`src/rtl/audio_pkg.sv`:
```
// Shared audio definitions: scheduler state encoding, sound IDs and timing defaults.
package audio_pkg;

  typedef enum logic [1:0] {
    IDLE    = 2'd0,
    RESTART = 2'd1,
    PLAY    = 2'd2,
    GAP     = 2'd3
  } snd_state_e;

  localparam int unsigned SND_THEME        = 0;
  localparam int unsigned SND_SHOOT        = 1;
  localparam int unsigned SND_INVADER_HIT  = 2;
  localparam int unsigned SND_PLAYER_DEATH = 3;

  localparam int unsigned DEF_RST_CYC = 2;
  localparam int unsigned DEF_GAP_CYC = 4;

endpackage

```
`src/rtl/sound_prio_enc.sv`:
```
// Highest-set-index priority encoder; valid is low when no input bit is set.
module sound_prio_enc #(
  parameter int unsigned N     = 4,
  parameter int unsigned IDX_W = 4
) (
  input  logic [N-1:0]     in_vec,
  output logic [IDX_W-1:0] idx,
  output logic             valid
);

  // NOTE: every output of a combinational block gets a default first, so no path can infer a latch.
  always_comb begin
    idx   = '0;
    valid = 1'b0;
    // Ascending scan: the last set bit seen is the highest, so it wins.
    for (int i = 0; i < int'(N); i++) begin
      if (in_vec[i]) begin
        idx   = IDX_W'(i);
        valid = 1'b1;
      end
    end
  end

endmodule

```
`src/rtl/sound_scheduler.sv`:
```
// Arbitrates game sound requests onto the shared I2S player's select/onOff interface,
// restarting the player between sounds and inserting a silent gap after each one.
module sound_scheduler
  import audio_pkg::*;
#(
  parameter int unsigned NUM_SRC     = 4,
  parameter int unsigned SEL_W       = 4,
  parameter int unsigned RST_CYC     = DEF_RST_CYC,
  parameter int unsigned GAP_CYC     = DEF_GAP_CYC,
  parameter logic [31:0] TIMEOUT_CYC = 32'd50_000_000
) (
  input  logic               MCLK,
  input  logic               nReset,
  input  logic [NUM_SRC-1:0] req,
  input  logic               theme_en,
  input  logic               mute,
  input  logic               theme_ended,
  output logic [SEL_W-1:0]   select,
  output logic               onOff,
  output logic               play_rst_n,
  output logic               busy,
  output logic [SEL_W-1:0]   active_id
);

  snd_state_e         state_q, state_d;
  logic [NUM_SRC-1:0] pend_q, pend_d, clr_mask;
  logic [SEL_W-1:0]   sel_q;
  logic [SEL_W-1:0]   enc_idx, win_idx;
  logic               enc_valid, win_valid;
  logic [15:0]        cnt_q;
  logic [31:0]        timer_q;
  logic               rst_done_q;
  logic               grant;
  logic               preempt;
  logic               timeout_hit;

  sound_prio_enc #(
    .N     (NUM_SRC),
    .IDX_W (SEL_W)
  ) u_prio_enc (
    .in_vec (pend_q),
    .idx    (enc_idx),
    .valid  (enc_valid)
  );

  // The theme only competes when nothing is pending; it never preempts anything.
  assign win_valid   = enc_valid | theme_en;
  assign win_idx     = enc_valid ? enc_idx : SEL_W'(SND_THEME);
  assign preempt     = enc_valid &&
                       ((enc_idx > sel_q) || ((enc_idx == sel_q) && (sel_q != '0)));
  assign timeout_hit = (timer_q == (TIMEOUT_CYC - 32'd1));

  // A request landing on the grant edge survives the clear, giving one retrigger.
  assign clr_mask = grant ? (NUM_SRC'(1) << win_idx) : '0;
  assign pend_d   = mute ? '0 : ((pend_q & ~clr_mask) | req);

  // NOTE: sequential state is assigned with non-blocking (<=) so every flop samples pre-edge values.
  always_ff @(posedge MCLK or negedge nReset) begin
    if (!nReset) state_q <= IDLE;
    else         state_q <= state_d;
  end

  always_comb begin
    state_d = state_q;
    grant   = 1'b0;
    if (mute) begin
      state_d = IDLE;
    end else begin
      unique case (state_q)
        IDLE: begin
          if (win_valid) begin
            state_d = RESTART;
            grant   = 1'b1;
          end
        end
        RESTART: begin
          if (cnt_q <= 16'd1) state_d = PLAY;
        end
        PLAY: begin
          if (preempt) begin
            state_d = RESTART;
            grant   = 1'b1;
          end else if (theme_ended && (sel_q != '0)) begin
            state_d = GAP;
          end else if ((sel_q == '0) && !theme_en) begin
            state_d = GAP;
          end else if (timeout_hit) begin
            state_d = GAP;
          end
        end
        GAP: begin
          if (cnt_q == 16'd0) state_d = IDLE;
        end
        default: state_d = IDLE;
      endcase
    end
  end

  always_comb begin
    onOff      = 1'b0;
    busy       = 1'b0;
    play_rst_n = rst_done_q;
    select     = sel_q;
    active_id  = sel_q;
    unique case (state_q)
      RESTART: begin
        busy       = 1'b1;
        play_rst_n = 1'b0;
      end
      PLAY: begin
        busy  = 1'b1;
        onOff = !mute;
      end
      default: ;
    endcase
  end

  always_ff @(posedge MCLK or negedge nReset) begin
    if (!nReset) begin
      pend_q     <= '0;
      sel_q      <= '0;
      cnt_q      <= '0;
      timer_q    <= '0;
      rst_done_q <= 1'b0;
    end else begin
      pend_q     <= pend_d;
      rst_done_q <= 1'b1;
      if (grant) sel_q <= win_idx;

      // One counter serves both the restart pulse and the silence gap.
      if (grant) begin
        cnt_q <= 16'(RST_CYC);
      end else if ((state_d == GAP) && (state_q != GAP)) begin
        cnt_q <= 16'(GAP_CYC);
      end else if (((state_q == RESTART) || (state_q == GAP)) && (cnt_q != 16'd0)) begin
        cnt_q <= cnt_q - 16'd1;
      end

      if ((state_q == PLAY) && (state_d == PLAY)) begin
        if (timer_q != '1) timer_q <= timer_q + 32'd1;
      end else begin
        timer_q <= '0;
      end
    end
  end

endmodule

```
`config.mk`:
```
export PLATFORM = sky130hd
export DESIGN_NAME = sound_scheduler
export DESIGN_NICKNAME = d
export VERILOG_FILES = /design/src/rtl/audio_pkg.sv /design/src/rtl/sound_prio_enc.sv /design/src/rtl/sound_scheduler.sv
export SDC_FILE = /design/constraint.sdc
export NUM_CORES = 1
export LEC_CHECK = 0
export BUFFER_PORTS_ARGS = -buffer_cell sky130_fd_sc_hd__buf_2
export CAP_MARGIN = 20
export CORE_ASPECT_RATIO = 1.75
export CORE_MARGIN = 5
export CORE_UTILIZATION = 40
export DETAILED_ROUTE_END_ITERATION = 16
export PLACE_DENSITY = 0.57
export SYNTH_ARGS = -nofsm -noshare
export SYNTH_HDL_FRONTEND = slang
export SYNTH_SLANG_ARGS = --single-unit
export TNS_END_PERCENT = 20
```
`constraint.sdc`:
```
create_clock -name MCLK -period 2.55 [get_ports MCLK]
set_input_delay 0.1275 -clock MCLK [delete_from_list [all_inputs] [get_ports MCLK]]
set_output_delay 0.1275 -clock MCLK [all_outputs]
set_load 0.005 [all_outputs]
```
* After elaboration in Yosys (flattened, before gate mapping) *
Cells that the tools add are included.

word-level totals
  flip-flop bits (word level) = 59
  output and inout port bits = 11
  input bits = 9

operators by class
  magnitude comparators = 2
  eq/ne operators = 10
  shift-type cells = 1
  reductions and logical operators = 18
  multiplexer cells = 31
  bitwise operators = 4
  add/sub/neg operators = 2

operators by type and width
  operator               number
  $mux 32                2
  $mux 16                3
  $add 32x1->32 const B  1
  $eq 32x26->1 const B   1
  $ne 32x32->1 const B   1
  $mux 2                 10
  $le 16x1->1 const B    1
  $logic_not 16->1       1
  $reduce_bool 16->1     1
  $sub 16x1->16 const B  1
  $mux 4                 3
  $mux 1                 11
  $eq 2x2->1 const B     4
  $pmux 2 s4             1
  $logic_and 1x1->1      7
  $and 4x4->4            1
  $eq 4x4->1             1
  $gt 4x4->1             1
  $logic_not 4->1        1
  $not 4->4              1
  $or 4x4->4             1
  $reduce_bool 4->1      1
  $shl 1x4->4 const A    1
  $reduce_bool 3->1      1
  other kinds (9)        11

* Depth between registers and ports, before layout *
  depth in word-level cells = 15
  gate-level depth with buffers = 11
  gate-level depth less buffers = 9

* Cells and area by module *
Synthesis repeated with hierarchy kept, for this count alone.

unflattened totals
  cell total of the unflattened synthesis = 387
  area, all modules = 3,612.2 um^2

modules (own cells, without submodules)
  module           cells each  times used  area an instance (um^2)
  sound_scheduler  380         1           3,569.7
  sound_prio_enc   7           1           42.5

* Worst setup path after synthesis *
OpenSTA, ideal clock, no wires.

  path kind = register to register
  start = register pend_q[2]
  end = register cnt_q[10]
  path buffers = 1
  setup time = 0.088 ns
  path slack = 0.059 ns
  arrival time = 2.403 ns
  cell stages (with the launch flop) = 9
  required time = 2.462 ns
  cells stage by stage = dfrtp_1 -> or2_2 -> ha_1 -> a21o_1 -> and2_1 -> o311ai_0 -> nand3_2 -> buf_6 -> a211oi_2

on the way
  cells in the longest elaborated chain, start to end = 13

RTL lines
  item                                                                line                    RTL
  from (decl)                                                         sound_scheduler.sv:26   logic [NUM_SRC-1:0] pend_q, pend_d, clr_mask;
  from (signal assigned)                                              sound_scheduler.sv:126  pend_q <= pend_d;
  parallel branches: the longest is 7 deep, another holds $gt 4x4->1  --
  $pmux 2 s4 (*)                                                      sound_scheduler.sv:69   unique case (state_q)
  $mux 2 (*)                                                          sound_scheduler.sv:66   if (mute) begin
  named net state_d[0]                                                sound_scheduler.sv:25   snd_state_e state_q, state_d;
  $eq 2x2->1 (*)                                                      sound_scheduler.sv:133  end else if ((state_d == GAP) && (state_q != GAP)) begin
  $logic_and 1x1->1 (*)                                               sound_scheduler.sv:133
  $mux 16                                                             sound_scheduler.sv:133
  $mux 16                                                             sound_scheduler.sv:131  if (grant) begin
  to (signal assigned)                                                sound_scheduler.sv:132  cnt_q <= 16'(RST_CYC);
  to (signal assigned)                                                sound_scheduler.sv:134  cnt_q <= 16'(GAP_CYC);
  to (signal assigned)                                                sound_scheduler.sv:136  cnt_q <= cnt_q - 16'd1;
  to (decl)                                                           sound_scheduler.sv:30   logic [15:0] cnt_q;

Mark *: on every way through the listed nets, which the timed path passes.
A chain may end at the register's enable or synchronous reset.

* Worst setup path after layout *
  start = register cnt_q[5]
  end = register timer_q[27]

on the way
  cells in the longest elaborated chain, start to end = 7

RTL lines
  item                                                           line                                          RTL
  $le 16x1->1 / $logic_not 16->1 (equally long branches)         sound_scheduler.sv:77, sound_scheduler.sv:92
  $mux 2 (on tied branches)                                      sound_scheduler.sv:77, sound_scheduler.sv:92
  $pmux 2 s4 (*)                                                 sound_scheduler.sv:69
  $mux 2 (*)                                                     sound_scheduler.sv:66
  $eq 2x2->1 (*)                                                 sound_scheduler.sv:139                        if ((state_q == PLAY) && (state_d == PLAY)) begin
  $logic_and 1x1->1 (*)                                          sound_scheduler.sv:139
  $ne 2x1->1 (no source line) / $mux 32 (equally long branches)  --
  to (signal assigned)                                           sound_scheduler.sv:140                        if (timer_q != '1) timer_q <= timer_q + 32'd1;
  to (decl)                                                      sound_scheduler.sv:31                         logic [31:0] timer_q;

Mark *: on every way between the ends. The rest lies on a longest branch, timed or not.

==> tab_implementation.tex <==
\begin{tabular}{lr}
\hline
Metric & Value \\
\hline
\multicolumn{2}{l}{\textbf{Status}} \\
\quad Outcome & completed \\
\multicolumn{2}{l}{\textbf{Finish}} \\
\quad Number of fill cells & between 800 and 900 \\
\quad Fraction of final layout cells sized beyond drive strength 1 & a little under a third \\
\quad Post-route insts no fill & 533 \\
\quad ANT cells & 0 \\
\quad Synthesis-to-finish area growth & 22.0\% \\
\quad Net count of the finished layout & 427 \\
\quad Core occupancy in the finished layout & between 40 and 50\% \\
\multicolumn{2}{l}{\textbf{Synthesis}} \\
\quad Gate Count Post-Synth & approximately 360 \\
\quad Mapped Avg Cell Area & around 10 µm² \\
\quad Combinational family with the most area after synthesis & simple AND/OR/NAND/NOR gates \\
\quad Basic-gate share of the synthesized area counting and, or, nand and nor cells & approximately 29\% \\
\quad Number of distinct library cells after synthesis & 56 \\
\quad Netlist Area Pre-Place & between 3000 and 4000 µm² \\
\quad Post-synth top flop & dfrtp\_1 \\
\quad Complex-gate fraction of the synthesized area & roughly an eighth \\
\quad Count of flip-flops with a built-in enable after synthesis & 0 \\
\quad Synth top cells by count & dfrtp\_1 (57), nor3\_2 (31), xnor2\_1 (29) \\
\quad Multiplexer share of the synthesized area & 0.274\% \\
\quad Leading post-synthesis cells by cell area & dfrtp\_1 (39\%), nor3\_2 (8.5\%), xnor2\_1 (7.0\%), a211oi\_2 (3.4\%), xor2\_1 (3.1\%) \\
\quad Portion of synthesized cell area occupied by the leading cell type & just under 40\% \\
\quad Async set or reset register ratio after synthesis & 100\% \\
\quad Total number of yosys warnings & 0 \\
\quad \#FFs+latches synth & 57 \\
\quad Fraction of the yosys area taken by sequential cells & between 30\% and 40\% \\
\quad Post-synthesis adder-cell area fraction & under 10\% \\
\quad Library cell with the highest instance count after synthesis & dfrtp\_1 \\
\quad Top cell type by total area after synthesis & dfrtp\_1 \\
\quad Xor and xnor fraction of the mapped netlist area & 10.1\% \\
\multicolumn{2}{l}{\textbf{STA}} \\
\quad Fin Clk Skew & between 4 and 5 ps \\
\quad Share of the clock period used by the worst path & a little over nine tenths \\
\quad Final Max Slew Viols & 0 \\
\quad Post-layout min period & between 2000 and 2500 ps \\
\quad Final Hold Fails & 0 \\
\quad Actual transition at the worst max-transition pin & $\sim$690 ps \\
\quad Highest attainable clock frequency & 411 MHz \\
\quad Max-slew headroom & 54.0\% \\
\quad RSZ-0062 raised after global routing & true \\
\quad Count of endpoints failing setup in the final report & 0 \\
\multicolumn{2}{l}{\textbf{Critical path}} \\
\quad Critical-path maximum fanout & 16 \\
\quad Data arrival time of the critical path & 2660 ps \\
\quad Required time reported for the critical path endpoint & approximately 2800 ps \\
\quad Critical setup path kind & register to register \\
\quad Category of the worst setup path capture point & register \\
\quad Startpoint type of the worst setup path & register \\
\quad R2R Setup Slk & between 100 and 150 ps \\
\quad Reg-to-Reg End & timer\_q[27] \\
\quad FF-to-FF path depth & 7 \\
\quad Reg2Reg Launch Point & cnt\_q[5] \\
\multicolumn{2}{l}{\textbf{CTS}} \\
\quad TritonCTS clock tree & built \\
\quad Number of buffers on the longest clock path & 2 \\
\quad Num Clock Sinks & 57 \\
\quad Root Buffer & clkbuf\_16 \\
\quad Clock edge transition at the registers on the reported setup and hold paths & about 50 ps \\
\quad CTS Buf Count & 9 \\
\quad H-tree depth reported by CTS & 3 \\
\quad Worst-skew pair later-pin latency & approximately 330 ps \\
\multicolumn{2}{l}{\textbf{Min path}} \\
\quad Hold-critical path endpoint & pend\_q[0] \\
\quad Worst Hold Path Cells & 3 \\
\quad Source of the worst hold timing path & req[0] \\
\quad Class of the worst hold path & input pin to register \\
\multicolumn{2}{l}{\textbf{Routing}} \\
\quad Via total after detailed routing & about 2.9k \\
\quad Routed WL & between 8 and 9 mm \\
\quad Via density per instance & about 5.4 \\
\quad Iteration-0 DRC count of the detailed router & 130 \\
\quad Antenna Nets Post-Route & 0 \\
\quad Remaining routing DRC violations & 0 \\
\quad Mean routed wirelength per cell & roughly 16 µm \\
\quad Length of the first detailed-routing pass in iterations & 4 \\
\multicolumn{2}{l}{\textbf{Floorplan}} \\
\quad Die X-Extent & around 82 µm \\
\quad Core Footprint & 8980 µm² \\
\quad Total number of placement rows & between 40 and 50 \\
\quad Height of the die & 136 µm \\
\quad Effective utilization at floorplan & slightly above 40\% \\
\quad Die ar. & 11200 µm² \\
\quad Number of top-level pins & 20 \\
\multicolumn{2}{l}{\textbf{Place}} \\
\quad Quantity of I/O buffers inserted on ports & 15 \\
\quad Detail Placement HPWL & between 6 and 7 mm \\
\quad Cell total after placement & between 500 and 600 \\
\quad Final weighted congestion in routability-driven placement & 0.806 \\
\multicolumn{2}{l}{\textbf{Global route}} \\
\quad M3 GR Usage & under 10\% \\
\quad GRT Resource Usage Total & approximately 17\% \\
\quad Vias in the first global route & $\sim$3.0k \\
\quad First-pass GRT wire length & roughly 14 mm \\
\quad Busiest layer in global routing & met2 \\
\quad Number of antenna violations at the first check in global routing & 0 \\
\quad GR Layer Usage met2 & between 30\% and 40\% \\
\quad M1 GR Usage & between 10\% and 20\% \\
\quad Pin count of the biggest net entering global routing & 33 \\
\quad Overflow left after global routing & 0 \\
\multicolumn{2}{l}{\textbf{Pwr}} \\
\quad P\_leak & about 1.7 nW \\
\quad Largest voltage drop on the vdd net & around 700 µV \\
\quad Total power per unit cell area & about 860 nW/µm² \\
\multicolumn{2}{l}{\textbf{Flow run}} \\
\quad Max\_cap viols & 0 \\
\hline
\end{tabular}
[state kept, by name, summed over array words and instances, names as in the netlist]
register    count
active_id       2
cnt_q          16
pend_q          4
rst_done_q      1
state_q         2
timer_q        32
[metrics by stage]
stage	instance area, µm²	TNS, ps	power, mW	hold WS, ps	worst slack, ps
4_1_cts	4310	0	3.70	9.43	27.2
6_report	4450	0	3.83	20.9	117
5_1_grt	4450	-70.8	4.10	19.9	-30.5
3_5_place_dp	4030	0	2.60	211	24.3
3_3_place_gp	4030	0	2.59	213	52.9
2_1_floorplan	3660	0	2.20	-168	59.0
[metal layers]
layer | part of all wire, % | routed length, µm | up-vias
li1 | - | - | 1394
met1 | 36 | 3130 | 1422
met2 | 58 | 5000 | 33
met3 | 2.5 | 215 | 19
met4 | 3.1 | 268 | 0
met5 | 0 | 0 | -
[cell usage in the layout (no fill, tap or decap), drive strengths merged, types with 2 or more instances in the layout]
master,synthesis,routed
o21ai,11,11
nand2b,6,6
or3,5,5
or4,7,7
nor4b,3,3
a41oi,2,2
or2,3,3
a21oi,10,10
nor4,11,11
inv,15,15
nor3,45,45
dfrtp,57,57
and2,5,5
and4,3,3
ha,9,9
a31oi,2,2
and3,5,5
nand4,12,12
clkbuf,4,16
o31ai,4,4
nor2b,2,2
nor2,23,23
a21boi,2,2
xor2,13,13
conb,2,5
buf,16,50
o311ai,3,3
a211oi,17,17
xnor2,29,29
nand2,19,19
nand3,10,10
[where the power goes]
| group | total (mW) | leakage (nW) | internal (mW) | switching (mW) |
|---|---|---|---|---|
| combinational | 1.61 | 0.846 | 0.711 | 0.896 |
| sequential | 1.16 | 0.775 | 1.03 | 0.133 |
| clock | 1.06 | 0.124 | 0.678 | 0.385 |
[how the worst max path moves through the flow]
stage / start / endpoint / slack [ps] / depth (start not counted)
after floorplan: pend_q[2] / cnt_q[10] / 60 / 8
after global placement: pend_q[2] / cnt_q[15] / 50 / 11
after detailed placement: pend_q[2] / cnt_q[15] / 20 / 11
after CTS: pend_q[2] / cnt_q[15] / 30 / 11
after global routing: cnt_q[5] / timer_q[27] / -30 / 7
final: cnt_q[5] / timer_q[27] / 120 / 7
[critical path, stage by stage, from the launching register on]
cell and delay (ps):
dfrtp_1 400, or4_4 600, nor3_4 210, a21boi_1 120, o311ai_4 370, o2111ai_4 210, buf_12 220, a211oi_1 190
[layout make-up]
class	count	area, µm²	area share [%]
inverter	15	56.3	1.26
clock buffer	15	258	5.79
multi-input combinational	274	2130	47.9
sequential	57	1430	32.0
timing repair buffer	52	430	9.66
tap	120	150	3.37
[what timing repair did]
action | CTS | global route
gates cloned | 0 | 1
hold buffers | 1 | 0
gates resized for setup | 1 | 22
endpoints found under the setup margin | 2 | 49
endpoints found under the hold margin | 28 | 0
buffers inserted | 0 | 3
pin swaps | 0 | 3
[cell families after synthesis]
group	after synthesis
simple gates	161
mux	1
fa+ha+maj	9
compound gates	56
buf+inv	35
flops	57
other cells	2
xor+xnor	42
No activity file was read; power rests on OpenSTA's default activity.
